===== src/rtl/ep2_stream_src.sv =====
// ep2_stream_src: EP2 test-pattern source (const/counter/PRBS/loopback) with PRBS RX checker
module ep2_stream_src #(
  parameter logic [7:0] PATTERN_CONST = 8'hEF,
  parameter int         LB_DEPTH      = 16
) (
  input  logic        PHY_CLKOUT,
  input  logic        RESET,
  input  logic        i_busreset,
  input  logic        i_enable,
  input  logic [1:0]  i_mode,
  input  logic        i_tx_afull,
  output logic        o_tx_dval,
  output logic [7:0]  o_tx_data,
  input  logic        i_rx_dval,
  input  logic [7:0]  i_rx_data,
  output logic        o_rx_rdy,
  output logic [31:0] o_tx_cnt,
  output logic [15:0] o_rx_err_cnt,
  output logic [1:0]  o_state
);
  localparam int AW = $clog2(LB_DEPTH);
  localparam logic [1:0] M_CONST = 2'b00, M_CNT = 2'b01, M_PRBS = 2'b10, M_LB = 2'b11;
  typedef enum logic [1:0] {IDLE = 2'b00, RUN = 2'b01, STALL = 2'b10} state_t;
  state_t        state_q, state_d;
  logic [1:0]    mode_q;
  logic [7:0]    cnt_q, lfsr_q, chk_q, data_q, byte_d;
  logic          dval_q, rdy_q, full_q;
  logic [31:0]   tx_cnt_q;
  logic [15:0]   err_q;
  logic [7:0]    mem_q [LB_DEPTH];
  logic [AW-1:0] wp_q, rp_q;
  logic [AW:0]   lvl_q, lvl_d;
  logic          active, start, emit, acc, push, pop, mism;

  function automatic logic [7:0] lfsr_next(input logic [7:0] v);
    return {v[6:0], v[7] ^ v[5] ^ v[4] ^ v[3]};
  endfunction

  // FSM next state; bus reset wins over every other transition
  always_comb begin
    state_d = i_busreset ? IDLE :
              (state_q == IDLE) ? (i_enable ? RUN : IDLE) :
              !i_enable ? IDLE :
              i_tx_afull ? STALL : RUN;
  end

  // FSM state register
  always_ff @(posedge PHY_CLKOUT or posedge RESET)
    if (RESET) state_q <= IDLE;
    else       state_q <= state_d;

  // Emit/accept qualifiers; emitting from STALL when afull drops keeps the gap equal to the afull pulse
  always_comb begin
    active   = state_q != IDLE;
    start    = !active && i_enable && !i_busreset;
    o_rx_rdy = rdy_q && !(active && mode_q == M_LB && full_q);
    emit     = active && i_enable && !i_tx_afull && !i_busreset && (mode_q != M_LB || lvl_q != '0);
    acc      = i_rx_dval && o_rx_rdy && active && !i_busreset;
    push     = acc && mode_q == M_LB;
    pop      = emit && mode_q == M_LB;
    mism     = i_rx_data != chk_q;
    lvl_d    = lvl_q + (AW+1)'(push) - (AW+1)'(pop);
    byte_d   = mode_q == M_CONST ? PATTERN_CONST :
               mode_q == M_CNT   ? cnt_q :
               mode_q == M_PRBS  ? lfsr_q : mem_q[rp_q];
  end

  // Ready stays low only while RESET is held
  always_ff @(posedge PHY_CLKOUT or posedge RESET)
    if (RESET) rdy_q <= 1'b0;
    else       rdy_q <= 1'b1;

  // Pattern generators, checker, counters and loopback pointers
  always_ff @(posedge PHY_CLKOUT or posedge RESET)
    if (RESET) begin
      mode_q   <= M_CONST;
      cnt_q    <= '0;
      lfsr_q   <= 8'hFF;
      chk_q    <= 8'hFF;
      data_q   <= '0;
      dval_q   <= 1'b0;
      tx_cnt_q <= '0;
      err_q    <= '0;
      wp_q     <= '0;
      rp_q     <= '0;
      lvl_q    <= '0;
      full_q   <= 1'b0;
    end else if (i_busreset) begin
      mode_q   <= M_CONST;
      cnt_q    <= '0;
      lfsr_q   <= 8'hFF;
      chk_q    <= 8'hFF;
      data_q   <= '0;
      dval_q   <= 1'b0;
      tx_cnt_q <= '0;
      err_q    <= '0;
      wp_q     <= '0;
      rp_q     <= '0;
      lvl_q    <= '0;
      full_q   <= 1'b0;
    end else begin
      dval_q <= emit;
      if (start) begin
        mode_q <= i_mode;
        cnt_q  <= '0;
        lfsr_q <= 8'hFF;
        chk_q  <= 8'hFF;
      end
      if (emit) begin
        data_q   <= byte_d;
        tx_cnt_q <= tx_cnt_q + 32'd1;
        if (mode_q == M_CNT) cnt_q <= cnt_q + 8'd1;
        if (mode_q == M_PRBS) lfsr_q <= lfsr_next(lfsr_q);
      end
      if (acc && mode_q == M_PRBS) begin
        chk_q <= lfsr_next(chk_q);
        if (mism && err_q != '1) err_q <= err_q + 16'd1;
      end
      if (push) wp_q <= wp_q + AW'(1);
      if (pop) rp_q <= rp_q + AW'(1);
      lvl_q  <= lvl_d;
      full_q <= lvl_d == (AW+1)'(LB_DEPTH);
    end

  // Loopback storage, no reset needed
  always_ff @(posedge PHY_CLKOUT)
    if (push) mem_q[wp_q] <= i_rx_data;

  assign o_tx_dval    = dval_q;
  assign o_tx_data    = data_q;
  assign o_tx_cnt     = tx_cnt_q;
  assign o_rx_err_cnt = err_q;
  assign o_state      = state_q;
endmodule


===== config.mk =====
export PLATFORM = sky130hd
export DESIGN_NAME = ep2_stream_src
export DESIGN_NICKNAME = d
export VERILOG_FILES = /design/src/rtl/ep2_stream_src.sv
export SDC_FILE = /design/constraint.sdc
export NUM_CORES = 1
export LEC_CHECK = 0
export ABC_AREA = 1
export ABC_CLOCK_PERIOD_IN_PS = 8400
export BUFFER_PORTS_ARGS = -buffer_cell sky130_fd_sc_hd__buf_2
export CORE_MARGIN = 4
export CORE_UTILIZATION = 55
export CTS_BUF_LIST = sky130_fd_sc_hd__clkbuf_8
export CTS_CLUSTER_DIAMETER = 150
export DETAILED_ROUTE_END_ITERATION = 16
export PLACE_DENSITY_LB_ADDON = 0.05
export SLEW_MARGIN = 20
export SYNTH_ARGS = -nofsm -noshare
export SYNTH_HDL_FRONTEND = slang
export SYNTH_SLANG_ARGS = --single-unit

===== constraint.sdc =====
create_clock -name PHY_CLKOUT -period 8.4 [get_ports PHY_CLKOUT]
set_input_delay 1.26 -clock PHY_CLKOUT [delete_from_list [all_inputs] [get_ports PHY_CLKOUT]]
set_output_delay 1.26 -clock PHY_CLKOUT [all_outputs]
set_load 0.01 [all_outputs]

=== Word-level counts from Yosys, hierarchy flattened ===
Memories as Yosys holds them, arrays and structs flattened.
Cells that the tools add are included.

* Bits in registers: 100
* Latch bits: 0
* RAM bits: 128
* Memory bits (read-only): 0
* Input bits: 16
* Output and inout port bits: 60
* Word-level logic and storage cells: 105
* Memories: 1

* Add/subtract/negate cells: 7
* $mul: 0
* Divide/modulo/power cells: 0
* $lt $le $gt $ge: 0
* Equality and inequality tests: 7
* Shifts and indexed selects: 0
* Muxes and demuxes: 37
* Bitwise gates (word level): 6
* Reduce and logical (&&, ||, !) cells: 33

{| class="wikitable"
|+ Memories
! name !! words !! width !! rd ports !! clocked after Yosys merged registers in !! wr ports !! RTL line !! text
|-
| mem_q || 16 || 8 || 1 || 0 || 1 || 30 || <nowiki>logic [7:0] mem_q [LB_DEPTH];</nowiki>
|}

{| class="wikitable"
|+ Operators by type and width
! cell !! count
|-
| $mux W8 || 16
|-
| $mux W32 || 2
|-
| $mux W16 || 3
|-
| $add A32 B1 Y32 const B || 1
|-
| $add A16 B1 Y16 const B || 1
|-
| $logic_and A1 B1 Y1 || 16
|-
| $mux W4 || 4
|-
| $ne A16 B16 Y1 const B || 1
|-
| $reduce_bool A2 Y1 || 7
|-
| $mux W2 || 6
|-
| $add A4 B1 Y4 const B || 2
|-
| $add A8 B1 Y8 const B || 1
|-
| $ne A8 B8 Y1 || 1
|-
| $xor A1 B1 Y1 || 6
|-
| $add A5 B1 Y5 || 1
|-
| $eq A5 B5 Y1 const B || 1
|-
| $mux W1 || 5
|-
| $mux W5 || 1
|-
| $reduce_bool A5 Y1 || 1
|-
| $sub A5 B1 Y5 || 1
|-
| $eq A2 B2 Y1 const B || 2
|-
| $logic_not A1 Y1 || 4
|-
| $logic_not A2 Y1 || 2
|-
| $reduce_bool A3 Y1 || 1
|-
| other kinds (4) || 4
|}

=== Logic depth before layout (Yosys ltp) ===
* Word-level depth: 13
* Gate-level depth with buffers: 15
* Gate-level depth less buffers: 15

=== Least setup slack after synthesis ===
No wires, ideal clock.

* Kind: input to register
* From: in i_busreset
* To: reg full_q
* Setup time: 116 ps
* Data arrival time: 3201 ps
* Required time: 8284 ps
* Slack: 5083 ps
* Stages on the path: 13
* Path buffers: 0
* Cell sequence: nor2_1 inv_1 nor2_1 nand2_2 ha_1 inv_1 ha_1 fa_1 nand2_1 a21oi_1 or3_1 nand3_1 nor2_1

* Word-level cells in the longest chain between the ends: 7
* Elaborated cells on any way between the ends: 10
* Classes of those cells: 2 x add/sub; 1 x eq/ne; 1 x mux; 6 x reduce/logical

{| class="wikitable"
|+ Ends and longest elaborated chain
! item !! RTL line !! text
|-
| start, declared || 8 || <nowiki>input logic i_busreset,</nowiki>
|-
| $logic_not A1 Y1 || 57, 58 ||
|-
| $logic_and A1 B1 Y1 (on tied branches) || 58, 57 ||
|-
| $logic_and A1 B1 Y1 (on tied branches) || 59, 57 ||
|-
| $add A5 B1 Y5 / $logic_and A1 B1 Y1 (equally long branches) || 62, 60 ||
|-
| $sub A5 B1 Y5 || 62 || <nowiki>lvl_d = lvl_q + (AW+1)'(push) - (AW+1)'(pop);</nowiki>
|-
| $eq A5 B5 Y1 || 122 || <nowiki>full_q <= lvl_d == (AW+1)'(LB_DEPTH);</nowiki>
|-
| $mux W1 * || 88 || <nowiki>end else if (i_busreset) begin</nowiki>
|-
| end signal, assigned || 122 ||
|-
| end, declared || 27 || <nowiki>logic dval_q, rdy_q, full_q;</nowiki>
|}

Mark *: on every way between the ends. The rest lies on a longest branch, timed or not.
A chain may end at the register's enable or synchronous reset.

=== Final worst setup path ===
Same ends and word-level chain as after synthesis.

==> impl_metrics.yaml <==
cts:
  cts_tree: "built"
  numCtsBuffers: 40
  cts_buffer_depth: 3
  cts_sinks: 228
  clk-insertion-delay-late_ns: 0.54
  h-tree-depth: 2
  hold_buffers: 0
  clk_pin_slew_worst_paths_ns: 0.06
  cts_setup_buffers: 0
  post_cts_resized: 0
  clock-root-buffer: "clkbuf_8"
die:
  rows: 53
  io_pins: 76
  die_x_um: 153.8
  dieArea_um2: 23660
  die_y_um: 153.8
  core_area_um2: 20960
  initial_core_util_pct: 55.82
timing:
  min_period_ns: 3.960
  fmax_mhz: 252.5
  tightest_slew_ns: 0.8499
  finalSetupTns_ns: 0
  hold_viol: 0
  finalCritPeriodShare_pct: 47.14
  slew-limit-headroom_pct: 43.13
  setup_violations: 0
  fin_skew_ns: 0.01476
  rsz0062_at_grt: "false"
  drv_slew: 0
synthesis:
  synth_nets: 1407
  yosysMostFrequentCell: "nand2_1"
  yosys_warnings: 0
  ys_async_sr_fraction_pct: 43.86
  synth_cell_types: 46
  synth_area_leader_cell: "edfxtp_1"
  synth_area_um2: 11700
  synth_ff_type: "edfxtp_1"
  synth_top_area_share_pct: 32.86
  synthCells: 1376
  ys_seq_area_share_pct: 54.43
  avgSynthCellArea_um2: 8.500
  synth_edf_count: 128
  yosys-top-cells-count: "nand2_1, inv_1, nand3_1, nor2_1, edfxtp_1"
  synth_seq_cells: 228
  synth_area_leaders: "edfxtp_1, dfrtp_1, nand2_1, nand3_1, inv_1"
setup_path:
  cp-start-kind: "input pin"
  timing.rr.end: "full_q"
  cp.arrival_ns: 4.38
  cp.required_ns: 8.82
  reg2reg_depth: 14
  cp_max_fo: 52
  reg2reg_from: "mode_q[0]"
  r2r_setup_slack_ns: 5.44
  end_kind: "flip-flop"
  worstSetupPathType: "input pin to flip-flop"
placement:
  gp_congestion: 0.9272
  portBuffers: 75
  hpwl_um: 18820
route:
  drtPass1Iterations: 5
  drc: 0
  post_drt_wl_per_cell_um: 16.16
  vias: 9339
  antenna_left: 0
  drt_iter0_drc: 743
  routed_wl_um: 28370
  vias_per_cell: 5.318
global_routing:
  grt_pass1_wl_um: 46020
  grtUsageTotal_pct: 24.03
  grt_max_degree: 68
  antenna_found_initial: 0
  overflow: 0
  grt_pass1_vias: 8917
cells_and_area:
  layout-drive-gt1-share_pct: 13.37
  area_growth_syn_to_layout_pct: 10.74
  fin_util_pct: 61.81
  num_antenna_cells: 0
  nNetsFinal: 1482
run_status:
  status: "completed"
min_path:
  hold_depth: 2
  hold_end: "o_tx_data[6]"
  min_from: "o_tx_data[6]"
  hold_path.class: "flip-flop to flip-flop"
power_and_ir_drop:
  irDropWorstVdd_uv: 112.8
  power_density_nw_per_um2: 172.1
  leakagePower_nw: 5.788
flow_run:
  cap_violations: 0
-- per-stage QoR --
stage | cells | power [W] | setup WS [ns] | instance area [um2] | hold slack [ns]
2_1_floorplan | 1376 | 0.001264 | 4.548 | 11700 | 0.4796
3_3_place_gp | 1684 | 0.001294 | 3.963 | 12190 | 0.4606
3_5_place_dp | 1684 | 0.001295 | 3.889 | 12190 | 0.4601
4_1_cts | 1756 | 0.002252 | 4.460 | 12950 | 0.4759
5_1_grt | 1756 | 0.002313 | 4.173 | 12950 | 0.5100
6_report | 1756 | 0.002229 | 4.440 | 12950 | 0.4731
-- area by class of cell --
cell class	count	area (um2)
inverters	189	718.2
fillers	1882	8003
clock inverters	25	112.6
multi-input cells	912	4350
clock buffers	47	646.9
well taps	275	344.1
flip-flops and latches	228	6367
repair buffers	80	412.9
-- registers in the layout, indices dropped and copies added (netlist names), 2 cells and up --
name and flops:
rp_q 4, wp_q 4, cnt_q 8, o_rx_err_cnt 16
o_tx_cnt 32, o_state 2, mem_q 128, lfsr_q 8
o_tx_data 8, lvl_q 5, chk_q 8, mode_q 2
-- power by group --
group          internal [W]  switching, W  leakage [nW]
logic             0.0000162     0.0000630          2.87
clock network      0.000510      0.000446         0.440
registers           0.00119    0.00000387          2.48
total               0.00172      0.000513          5.79
-- cells in the final DEF, fill, tap and decap left out, types with 21 or more instances in the layout --
cell type | synthesis | routed
a21oi_1 | 23 | 23
buf_2 | 24 | 75
clkbuf_8 | 0 | 47
dfrtp_1 | 84 | 83
edfxtp_1 | 128 | 128
inv_1 | 181 | 193
nand2_1 | 396 | 396
nand3_1 | 156 | 156
nand4_1 | 21 | 21
nor2_1 | 131 | 131
o21ai_0 | 51 | 51
-- cell families after synthesis --
| group | count (synthesis) | synth area share, % |
|---|---|---|
| xor gates and xnor gates | 32 | 2.396 |
| adders and majority gates | 15 | 1.669 |
| other | 1 | 0.03206 |
| buffers and inverters | 236 | 8.376 |
| AOI/OAI and AO/OA | 105 | 5.145 |
| and+or+nand+nor | 759 | 27.95 |
| DFF | 228 | 54.43 |
-- worst max-delay path by stage --
stage / startpoint / slack (ns) / depth (start not counted) / end
final: i_busreset / 4.44 / 15 / full_q
after global routing: i_busreset / 4.17 / 15 / full_q
after CTS: i_busreset / 4.46 / 15 / lvl_q[4]
after detailed placement: i_busreset / 3.89 / 15 / lvl_q[4]
after global placement: i_busreset / 3.96 / 15 / full_q
after floorplan: RESET / 4.55 / 1 / cnt_q[0]
-- critical path: stages --
cell,delay [ns]
buf_2,0.26
inv_4,0.50
nand2_2,0.18
nor3_4,0.18
nand2_2,0.34
nor2_4,0.25
ha_1,0.16
inv_1,0.04
ha_1,0.20
fa_1,0.40
nand2_1,0.08
a21oi_1,0.07
or3_1,0.30
nand3_1,0.09
nor2_1,0.05
-- layer usage --
metal / GRT usage [%] / wire [um] / vias to the layer above
li1: - / - / 4597
met1: 33.99 / 12760 / 4423
met2: 38.79 / 13440 / 261
met3: 3.209 / 1424 / 58
met4: 7.990 / 742 / 0
met5: 0 / 0 / -
Note: power is estimated with default switching activity, not from simulation.
